==> config.mk <==
export PLATFORM = sky130hd
export DESIGN_NAME = mem_port_arbiter_flat
export DESIGN_NICKNAME = d
export VERILOG_FILES = /design/src/rtl/mem_port_arbiter_if.sv /design/src/rtl/mem_port_arbiter.sv /design/src/flat_wrapper.sv
export SDC_FILE = /design/constraint.sdc
export NUM_CORES = 1
export LEC_CHECK = 0
export ABC_AREA = 1
export CAP_MARGIN = 20
export CORE_AREA = 2 2 123 125
export CTS_CLUSTER_SIZE = 12
export DETAILED_ROUTE_END_ITERATION = 16
export DIE_AREA = 0 0 125 127
export GPL_TIMING_DRIVEN = 0
export PLACE_DENSITY = 0.72
export SYNTH_ARGS = -nofsm -noshare
export SYNTH_HDL_FRONTEND = slang
export SYNTH_SLANG_ARGS = --single-unit
==> constraint.sdc <==
create_clock -name clk_i -period 2.7 [get_ports clk_i]
set_input_delay 0.54 -clock clk_i [delete_from_list [all_inputs] [get_ports clk_i]]
set_output_delay 0.54 -clock clk_i [all_outputs]
set_load 0.1 [all_outputs]
==> src/rtl/mem_port_arbiter_if.sv <==
// Bundles the fetch, load/store, memory and finish/halt signals of mem_port_arbiter.
// slave = arbiter view, master = core/memory environment view.
interface mem_port_arbiter_if #(
    parameter int unsigned ADDR_W = 10
);
    logic              if_req_i;
    logic [63:0]       if_addr_i;
    logic              if_gnt_o;
    logic              if_rvalid_o;
    logic [31:0]       if_rdata_o;

    logic              ls_req_i;
    logic              ls_we_i;
    logic [63:0]       ls_addr_i;
    logic [31:0]       ls_wdata_i;
    logic [3:0]        ls_wstrb_i;
    logic              ls_gnt_o;
    logic              ls_rvalid_o;
    logic [31:0]       ls_rdata_o;

    logic              finish_i;
    logic              halted_o;

    logic [ADDR_W-1:0] mem_addr_o;
    logic              mem_we_o;
    logic [3:0]        mem_wstrb_o;
    logic [31:0]       mem_wdata_o;
    logic [31:0]       mem_rdata_i;

    modport slave (
        input  if_req_i, if_addr_i,
        output if_gnt_o, if_rvalid_o, if_rdata_o,
        input  ls_req_i, ls_we_i, ls_addr_i, ls_wdata_i, ls_wstrb_i,
        output ls_gnt_o, ls_rvalid_o, ls_rdata_o,
        input  finish_i,
        output halted_o,
        output mem_addr_o, mem_we_o, mem_wstrb_o, mem_wdata_o,
        input  mem_rdata_i
    );

    modport master (
        output if_req_i, if_addr_i,
        input  if_gnt_o, if_rvalid_o, if_rdata_o,
        output ls_req_i, ls_we_i, ls_addr_i, ls_wdata_i, ls_wstrb_i,
        input  ls_gnt_o, ls_rvalid_o, ls_rdata_o,
        output finish_i,
        input  halted_o,
        input  mem_addr_o, mem_we_o, mem_wstrb_o, mem_wdata_o,
        output mem_rdata_i
    );
endinterface

==> src/rtl/mem_port_arbiter.sv <==
// Arbitrates fetch and load/store ports onto one byte-addressed memory; writes a sentinel and halts on finish.
// Optional ARB_RR_EN macro: round-robin on contested cycles instead of ls priority with starvation override.
module mem_port_arbiter #(
    parameter int unsigned ADDR_W     = 10,
    parameter int unsigned STARVE_MAX = 4,
    parameter logic [7:0]  SENTINEL   = 8'hFF
) (
    input  logic                clk_i,
    input  logic                rst_n_i,
    mem_port_arbiter_if.slave   bus
);
    localparam int unsigned CNT_W = $clog2(STARVE_MAX + 1);

    typedef enum logic [1:0] {ST_RUN, ST_SENTINEL, ST_HALT} state_t;

    state_t           r_state;
    logic [CNT_W-1:0] r_starve;
    logic             r_if_rvalid;
    logic             r_ls_rvalid;
    logic [31:0]      r_if_rdata;
    logic [31:0]      r_ls_rdata;
    logic             r_halted;
`ifdef ARB_RR_EN
    logic             r_last_ls;
`endif

    logic w_run;
    logic w_if_win;
    logic w_if_gnt;
    logic w_ls_gnt;
    logic w_unused_addr_hi;

    assign w_run = (r_state == ST_RUN);

`ifdef ARB_RR_EN
    assign w_if_win = bus.if_req_i & (~bus.ls_req_i | r_last_ls);
`else
    assign w_if_win = bus.if_req_i & (~bus.ls_req_i | (r_starve == CNT_W'(STARVE_MAX)));
`endif

    assign w_if_gnt = w_run & w_if_win;
    assign w_ls_gnt = w_run & bus.ls_req_i & ~w_if_win;

    // Only the low ADDR_W address bits reach the memory, so addresses wrap.
    assign w_unused_addr_hi = ^{bus.if_addr_i[63:ADDR_W], bus.ls_addr_i[63:ADDR_W]};

    always_comb begin
        bus.mem_addr_o  = '0;
        bus.mem_we_o    = 1'b0;
        bus.mem_wstrb_o = 4'b0000;
        bus.mem_wdata_o = bus.ls_wdata_i;
        if (r_state == ST_SENTINEL) begin
            bus.mem_addr_o  = '1;
            bus.mem_we_o    = 1'b1;
            bus.mem_wstrb_o = 4'b0001;
            bus.mem_wdata_o = {24'h0, SENTINEL};
        end else if (w_if_gnt) begin
            bus.mem_addr_o  = bus.if_addr_i[ADDR_W-1:0];
        end else if (w_ls_gnt) begin
            bus.mem_addr_o  = bus.ls_addr_i[ADDR_W-1:0];
            bus.mem_we_o    = bus.ls_we_i;
            bus.mem_wstrb_o = bus.ls_we_i ? bus.ls_wstrb_i : 4'b0000;
        end
    end

    always_ff @(posedge clk_i) begin
        if (!rst_n_i) begin
            r_state     <= ST_RUN;
            r_starve    <= '0;
            r_if_rvalid <= 1'b0;
            r_ls_rvalid <= 1'b0;
            r_if_rdata  <= '0;
            r_ls_rdata  <= '0;
            r_halted    <= 1'b0;
`ifdef ARB_RR_EN
            r_last_ls   <= 1'b0;
`endif
        end else begin
            r_if_rvalid <= w_if_gnt;
            r_ls_rvalid <= w_ls_gnt;
            if (w_if_gnt) begin
                r_if_rdata <= bus.mem_rdata_i;
            end
            if (w_ls_gnt && !bus.ls_we_i) begin
                r_ls_rdata <= bus.mem_rdata_i;
            end
`ifdef ARB_RR_EN
            r_starve <= '0;
            if (w_if_gnt) begin
                r_last_ls <= 1'b0;
            end else if (w_ls_gnt) begin
                r_last_ls <= 1'b1;
            end
`else
            if (!bus.if_req_i || w_if_gnt) begin
                r_starve <= '0;
            end else if (r_starve != CNT_W'(STARVE_MAX)) begin
                r_starve <= CNT_W'(r_starve + 1'b1);
            end
`endif
            case (r_state)
                ST_RUN: begin
                    if (bus.finish_i) begin
                        r_state <= ST_SENTINEL;
                    end
                end
                ST_SENTINEL: begin
                    r_state  <= ST_HALT;
                    r_halted <= 1'b1;
                end
                ST_HALT: begin
                    r_halted <= 1'b1;
                end
                default: begin
                    r_state <= ST_HALT;
                end
            endcase
        end
    end

    assign bus.if_gnt_o    = w_if_gnt;
    assign bus.ls_gnt_o    = w_ls_gnt;
    assign bus.if_rvalid_o = r_if_rvalid;
    assign bus.ls_rvalid_o = r_ls_rvalid;
    assign bus.if_rdata_o  = r_if_rdata;
    assign bus.ls_rdata_o  = r_ls_rdata;
    assign bus.halted_o    = r_halted;
endmodule

==> src/flat_wrapper.sv <==
// flat-port wrapper written by rule: the top's interface ports become plain ports
module mem_port_arbiter_flat 
#(
    parameter int unsigned ADDR_W     = 10,
    parameter int unsigned STARVE_MAX = 4,
    parameter logic [7:0]  SENTINEL   = 8'hFF
)
  (clk_i, rst_n_i, bus_if_req_i, bus_if_addr_i, bus_if_gnt_o, bus_if_rvalid_o, bus_if_rdata_o, bus_ls_req_i, bus_ls_we_i, bus_ls_addr_i, bus_ls_wdata_i, bus_ls_wstrb_i, bus_ls_gnt_o, bus_ls_rvalid_o, bus_ls_rdata_o, bus_finish_i, bus_halted_o, bus_mem_addr_o, bus_mem_we_o, bus_mem_wstrb_o, bus_mem_wdata_o, bus_mem_rdata_i);
  mem_port_arbiter_if #(.ADDR_W(ADDR_W)) bus_i ();
  input  logic clk_i;
  input  logic rst_n_i;
  input wire logic [$bits(bus_i.if_req_i)-1:0] bus_if_req_i;
  input wire logic [$bits(bus_i.if_addr_i)-1:0] bus_if_addr_i;
  output wire logic [$bits(bus_i.if_gnt_o)-1:0] bus_if_gnt_o;
  output wire logic [$bits(bus_i.if_rvalid_o)-1:0] bus_if_rvalid_o;
  output wire logic [$bits(bus_i.if_rdata_o)-1:0] bus_if_rdata_o;
  input wire logic [$bits(bus_i.ls_req_i)-1:0] bus_ls_req_i;
  input wire logic [$bits(bus_i.ls_we_i)-1:0] bus_ls_we_i;
  input wire logic [$bits(bus_i.ls_addr_i)-1:0] bus_ls_addr_i;
  input wire logic [$bits(bus_i.ls_wdata_i)-1:0] bus_ls_wdata_i;
  input wire logic [$bits(bus_i.ls_wstrb_i)-1:0] bus_ls_wstrb_i;
  output wire logic [$bits(bus_i.ls_gnt_o)-1:0] bus_ls_gnt_o;
  output wire logic [$bits(bus_i.ls_rvalid_o)-1:0] bus_ls_rvalid_o;
  output wire logic [$bits(bus_i.ls_rdata_o)-1:0] bus_ls_rdata_o;
  input wire logic [$bits(bus_i.finish_i)-1:0] bus_finish_i;
  output wire logic [$bits(bus_i.halted_o)-1:0] bus_halted_o;
  output wire logic [$bits(bus_i.mem_addr_o)-1:0] bus_mem_addr_o;
  output wire logic [$bits(bus_i.mem_we_o)-1:0] bus_mem_we_o;
  output wire logic [$bits(bus_i.mem_wstrb_o)-1:0] bus_mem_wstrb_o;
  output wire logic [$bits(bus_i.mem_wdata_o)-1:0] bus_mem_wdata_o;
  input wire logic [$bits(bus_i.mem_rdata_i)-1:0] bus_mem_rdata_i;
  assign bus_i.if_req_i = bus_if_req_i;
  assign bus_i.if_addr_i = bus_if_addr_i;
  assign bus_if_gnt_o = bus_i.if_gnt_o;
  assign bus_if_rvalid_o = bus_i.if_rvalid_o;
  assign bus_if_rdata_o = bus_i.if_rdata_o;
  assign bus_i.ls_req_i = bus_ls_req_i;
  assign bus_i.ls_we_i = bus_ls_we_i;
  assign bus_i.ls_addr_i = bus_ls_addr_i;
  assign bus_i.ls_wdata_i = bus_ls_wdata_i;
  assign bus_i.ls_wstrb_i = bus_ls_wstrb_i;
  assign bus_ls_gnt_o = bus_i.ls_gnt_o;
  assign bus_ls_rvalid_o = bus_i.ls_rvalid_o;
  assign bus_ls_rdata_o = bus_i.ls_rdata_o;
  assign bus_i.finish_i = bus_finish_i;
  assign bus_halted_o = bus_i.halted_o;
  assign bus_mem_addr_o = bus_i.mem_addr_o;
  assign bus_mem_we_o = bus_i.mem_we_o;
  assign bus_mem_wstrb_o = bus_i.mem_wstrb_o;
  assign bus_mem_wdata_o = bus_i.mem_wdata_o;
  assign bus_i.mem_rdata_i = bus_mem_rdata_i;
  mem_port_arbiter #(.ADDR_W(ADDR_W), .STARVE_MAX(STARVE_MAX), .SENTINEL(SENTINEL)) u_core (.clk_i(clk_i), .rst_n_i(rst_n_i), .bus(bus_i));
endmodule
* Word level (Yosys, flattened, before mapping)
Cells that the tools add are included.
Cells by class: $add $sub $neg 1, equal/unequal tests 5, mux-type cells 13, bitwise logic cells 9, reductions and logical operators 8
Operator list (count):
- $mux W32 | 1
- $mux W10 | 3
- $mux W4 | 4
- $and A1 B1 Y1 | 4
- $not A1 Y1 | 4
- $pmux W2 S2 | 1
- $reduce_or A2 Y1 | 2
- $add A3 B1 Y3 const B | 1
- $eq A3 B3 Y1 const B | 1
- $mux W1 | 3
- $ne A3 B3 Y1 const B | 1
- $eq A2 B1 Y1 const B | 1
- $eq A2 B2 Y1 const B | 1
- $logic_not A1 Y1 | 2
- $logic_not A2 Y1 | 1
- $mux W2 | 1
- $ne A2 B2 Y1 const B | 1
- $reduce_and A2 Y1 | 1
- $logic_and A1 B1 Y1 | 1
- $logic_or A1 B1 Y1 | 1
- $or A1 B1 Y1 | 1
Word-level totals: register bits 72, bits of input ports 202, output and inout port bits 116, logic and storage cells 43

* Logic depth before layout (Yosys ltp)
depth after elaboration 8, depth in mapped cells 10

* Worst setup path before layout
Ideal clock, no wire load.
kind reg-to-output, from reg u_core.r_starve[0], to out bus_mem_we_o, arrival time 3059 ps, data required time 2160 ps, setup slack -899 ps, stages on the path, launching flop included 8, cells stage by stage dfxtp_1 inv_1 ha_1 nand2_2 nand2_2 nand2_2 nand2_2 o21ai_0
Between the ends: word-level cells in the longest chain between the ends 8, elaborated cells between the ends (all ways) 9
RTL lines:
- from (decl) | RTL line mem_port_arbiter.sv:17 | logic [CNT_W-1:0] r_starve;
- from (signal assigned) | RTL line mem_port_arbiter.sv:98 | r_starve <= CNT_W'(r_starve + 1'b1);
- $eq A3 B3 Y1 (*) | RTL line mem_port_arbiter.sv:38 | assign w_if_win = bus.if_req_i & (~bus.ls_req_i | (r_starve == CNT_W'(STARVE_MAX)));
- $or A1 B1 Y1 (*) | RTL line mem_port_arbiter.sv:38
- $and A1 B1 Y1 (*) | RTL line mem_port_arbiter.sv:38
- $not A1 Y1 | RTL line mem_port_arbiter.sv:42 | assign w_ls_gnt = w_run & bus.ls_req_i & ~w_if_win;
- $and A1 B1 Y1 | RTL line mem_port_arbiter.sv:42
- $mux W1 | RTL line mem_port_arbiter.sv:59 | end else if (w_ls_gnt) begin
- $mux W1 (*) | RTL line mem_port_arbiter.sv:57 | end else if (w_if_gnt) begin
- $mux W1 (*) | RTL line mem_port_arbiter.sv:52 | if (r_state == ST_SENTINEL) begin
- to (decl) | RTL line flat_wrapper.sv:28 | output wire logic [$bits(bus_i.mem_we_o)-1:0] bus_mem_we_o;
Every way passes the cells marked *; elsewhere a longest branch is shown, timed or not.

* Worst setup path after layout
from in bus_ls_we_i, to out bus_mem_we_o
Between the ends: word-level cells in the longest chain between the ends 3
RTL lines:
- from (decl) | RTL line flat_wrapper.sv:18 | input wire logic [$bits(bus_i.ls_we_i)-1:0] bus_ls_we_i;
- $mux W1 | RTL line mem_port_arbiter.sv:59
- $mux W1 | RTL line mem_port_arbiter.sv:57
- $mux W1 | RTL line mem_port_arbiter.sv:52
Every way passes these cells.

==> metrics.txt <==
most frequent cells in the layout=clkdlybuf4s50_1 (159), nand2_1 (141), inv_1 (125), dfxtp_1 (72), nor2_1 (63); drt pass-1 iters=4; unrepaired setup endpoints after global routing=true; Final Util=44.39%; Final #Nets=just under 1000; ranking of synthesized cells by area=dfxtp_1 (40%), nand2_1 (15%), inv_1 (13%); Multi-input gate area=approximately 1600 sq um; vias post-DR=4012; Setup Viol. Count Final=0; vias in the first global route=3795; Max stage delay on crit path=~0.56 ns; Buf/Inv on CP=4; grt ovf=0; post-synthesis cell count=559; core region area=14420 sq um; largest net degree at the start of global routing=12; Synth Warn #=0; hpwl dp=12.22 mm; # clock sinks=72; critical path cell sequence=clkdlybuf4s50_1, clkinvlp_4, clkbuf_2, o21ai_1, buf_6; die height=~130 um; delay-heaviest family, CP=buffers and inverters; GP Congestion=0.8313; outcome=completed; Port-buffer cells=208; Max Slew Vio Count=0; # rows=44; Reg area=around 1400 sq um; CP max-delay cell=clkdlybuf4s50_1; crit path time final=2.608 ns; power density over the cells=1093 nW/um^2; placed instance count=951; most common cell after layout, fill and taps aside=clkdlybuf4s50_1; Area Growth Syn to Fin=75.96%; skew final=0.003704 ns; Post-Syn Area=3638 sq um; clk root buf=clkbuf_16; CTS buffer count=9; Distinct cells, synth=26; fmax=between 0.3 and 0.4 GHz; Peak VDD IR=0.8026 mV; Fillers=between 1000 and 1500; Layout Cells excl Fill=972; synthesized area per cell=6.509 sq um; DR vias/cell=4.128; CP Capture Type=primary output; Critical Path RT=2.16 ns; Initial Utilization=25.23%; ys async rst share=0%; Crit Path Max Fanout=10; Residual DRC=0; Die X-Extent=125 um; final hold violation count=0; clock transition at the registers of the reported paths=~0.05 ns; routed len/inst=approximately 16 um; H-tree Lvls=3; area leader, netlist=dfxtp_1; starting DRC count in detailed routing=between 150 and 200; number of antenna violations at the first check in global routing=0; clock latency on the worst-skew pair=between 0.3 and 0.4 ns; Min-Delay Path Class=flip-flop to flip-flop; WS Path Type=input port to primary output; diodes inserted=0; period utilization=96.61%; gr usage total=18.88%; Post-synth top flop=dfxtp_1; WP data arrival=around 2.1 ns; FF+latch count, synth=slightly above 70; leakage=between 2 and 3 nW; final antenna-violating net count=0; post-synthesis sequential area ratio=about two fifths; CTS max path bufs=2; Die Area=15880 sq um; relative slew slack=slightly above 30%; layout cells sized above 1=a little under a fifth; crit path launch type=input port; max-cap viol count=0; CTS tree=built; first-pass GRT wire length=about 22 mm; drt total wl=15.13 mm; post-synthesis net count=766; Worst Tran Pin Value=1.033 ns; post-synth top area share=39.61%; Post-synth EDFFs=0; IO Pins=318
## tightest hold or removal path, delay by kind of cell (launching register included)
family	cells	cell delay, ns
and+or+nand+nor	1	0.06
DFF	1	0.30
AOI/OAI and AO/OA	1	0.05
## path summary, 6_finish.rpt
kind	slack [ns]	endpoint	cells past startpoint	from
worst max-delay path	0.09	bus_mem_we_o	5	bus_ls_we_i
worst max register to register	1.01	u_core.bus.ls_rdata_o[26]	11	u_core.r_starve[0]
worst min register to register	0.46	u_core.bus.if_rdata_o[2]	2	u_core.bus.if_rdata_o[2]
worst min-delay path	0.46	u_core.bus.if_rdata_o[2]	2	u_core.bus.if_rdata_o[2]
## report_power, final
part / switching, W / leakage (nW) / internal (W) / total (W)
Clock: 0.000453 / 0.139 / 0.000734 / 0.00119
Combinational: 0.00349 / 2.23 / 0.00104 / 0.00453
Sequential: 0.0000723 / 0.588 / 0.00121 / 0.00128
## cell families (layout without fill, tap and decap cells)
family | after synthesis | in the layout | share of synthesized area, %
fa+ha+maj | 5 | 5 | 1.719
simple gates | 276 | 276 | 33.18
xor+xnor | 2 | 2 | 0.4815
compound gates | 39 | 39 | 6.534
buf+inv | 165 | 394 | 18.47
flops | 72 | 72 | 39.61
## metrics by stage
step                hold slack [ns]  instance area [sq um]  setup TNS [ns]  power, W  setup WS, ns
finish                       0.4628                   6402               0  0.006996       0.09154
global route                 0.4841                   6402        -0.01347  0.007285      -0.01347
CTS                          0.4640                   6287        -0.03814  0.006951      -0.01759
detailed placement           0.4568                   5996          -21.63  0.005764        -1.028
global placement             0.4509                   5996          -20.69  0.005751       -0.9935
floorplan                    0.4780                   3684         -0.9632  0.004632       -0.2254
## sequential cells by signal (all words and copies together) (netlist names)
register	cells
u_core.bus.ls_rdata_o	32
u_core.bus.if_rvalid_o	1
u_core.bus.ls_rvalid_o	1
u_core.r_state	2
u_core.r_starve	3
u_core.bus.halted_o	1
u_core.bus.if_rdata_o	32
## cell usage after synthesis, types with 2 or more instances
| library cell | n |
|---|---|
| o21ai_0 | 2 |
| nand2_2 | 14 |
| nor2_1 | 66 |
| buf_2 | 11 |
| nand3_1 | 13 |
| buf_1 | 3 |
| or2_2 | 8 |
| buf_6 | 3 |
| clkbuf_1 | 10 |
| a21oi_2 | 10 |
| a21oi_1 | 25 |
| dfxtp_1 | 72 |
| ha_1 | 5 |
| inv_2 | 6 |
| buf_4 | 4 |
| inv_1 | 126 |
| nand2_1 | 141 |
| nand4_1 | 32 |
## area by class of cell
type / count / share of cell area [%]
inverters: 134 / 8.032
well taps: 184 / 3.596
multi-input cells: 322 / 25.03
repair buffers: 214 / 33.54
plain buffers: 31 / 2.775
clock inverters: 3 / 0.6645
clock buffers: 12 / 3.850
flip-flops and latches: 72 / 22.51
## timing repair
| item | in CTS | in global routing |
|---|---|---|
| resized for setup | 235 | 38 |
| hold buffers | 0 | 0 |
| setup endpoints to repair | 49 | 28 |
| buffers inserted | 0 | 6 |
| cloned | 0 | 0 |
## metal layers
layer	share of wire [%]	GRT usage [%]	vias up
met5	0	0	-
met1	45	24.20	1725
met3	13	9.883	8
met4	0.89	4.118	0
met2	41	28.36	183
li1	-	-	2096
Power figures use the tool's default switching activity.
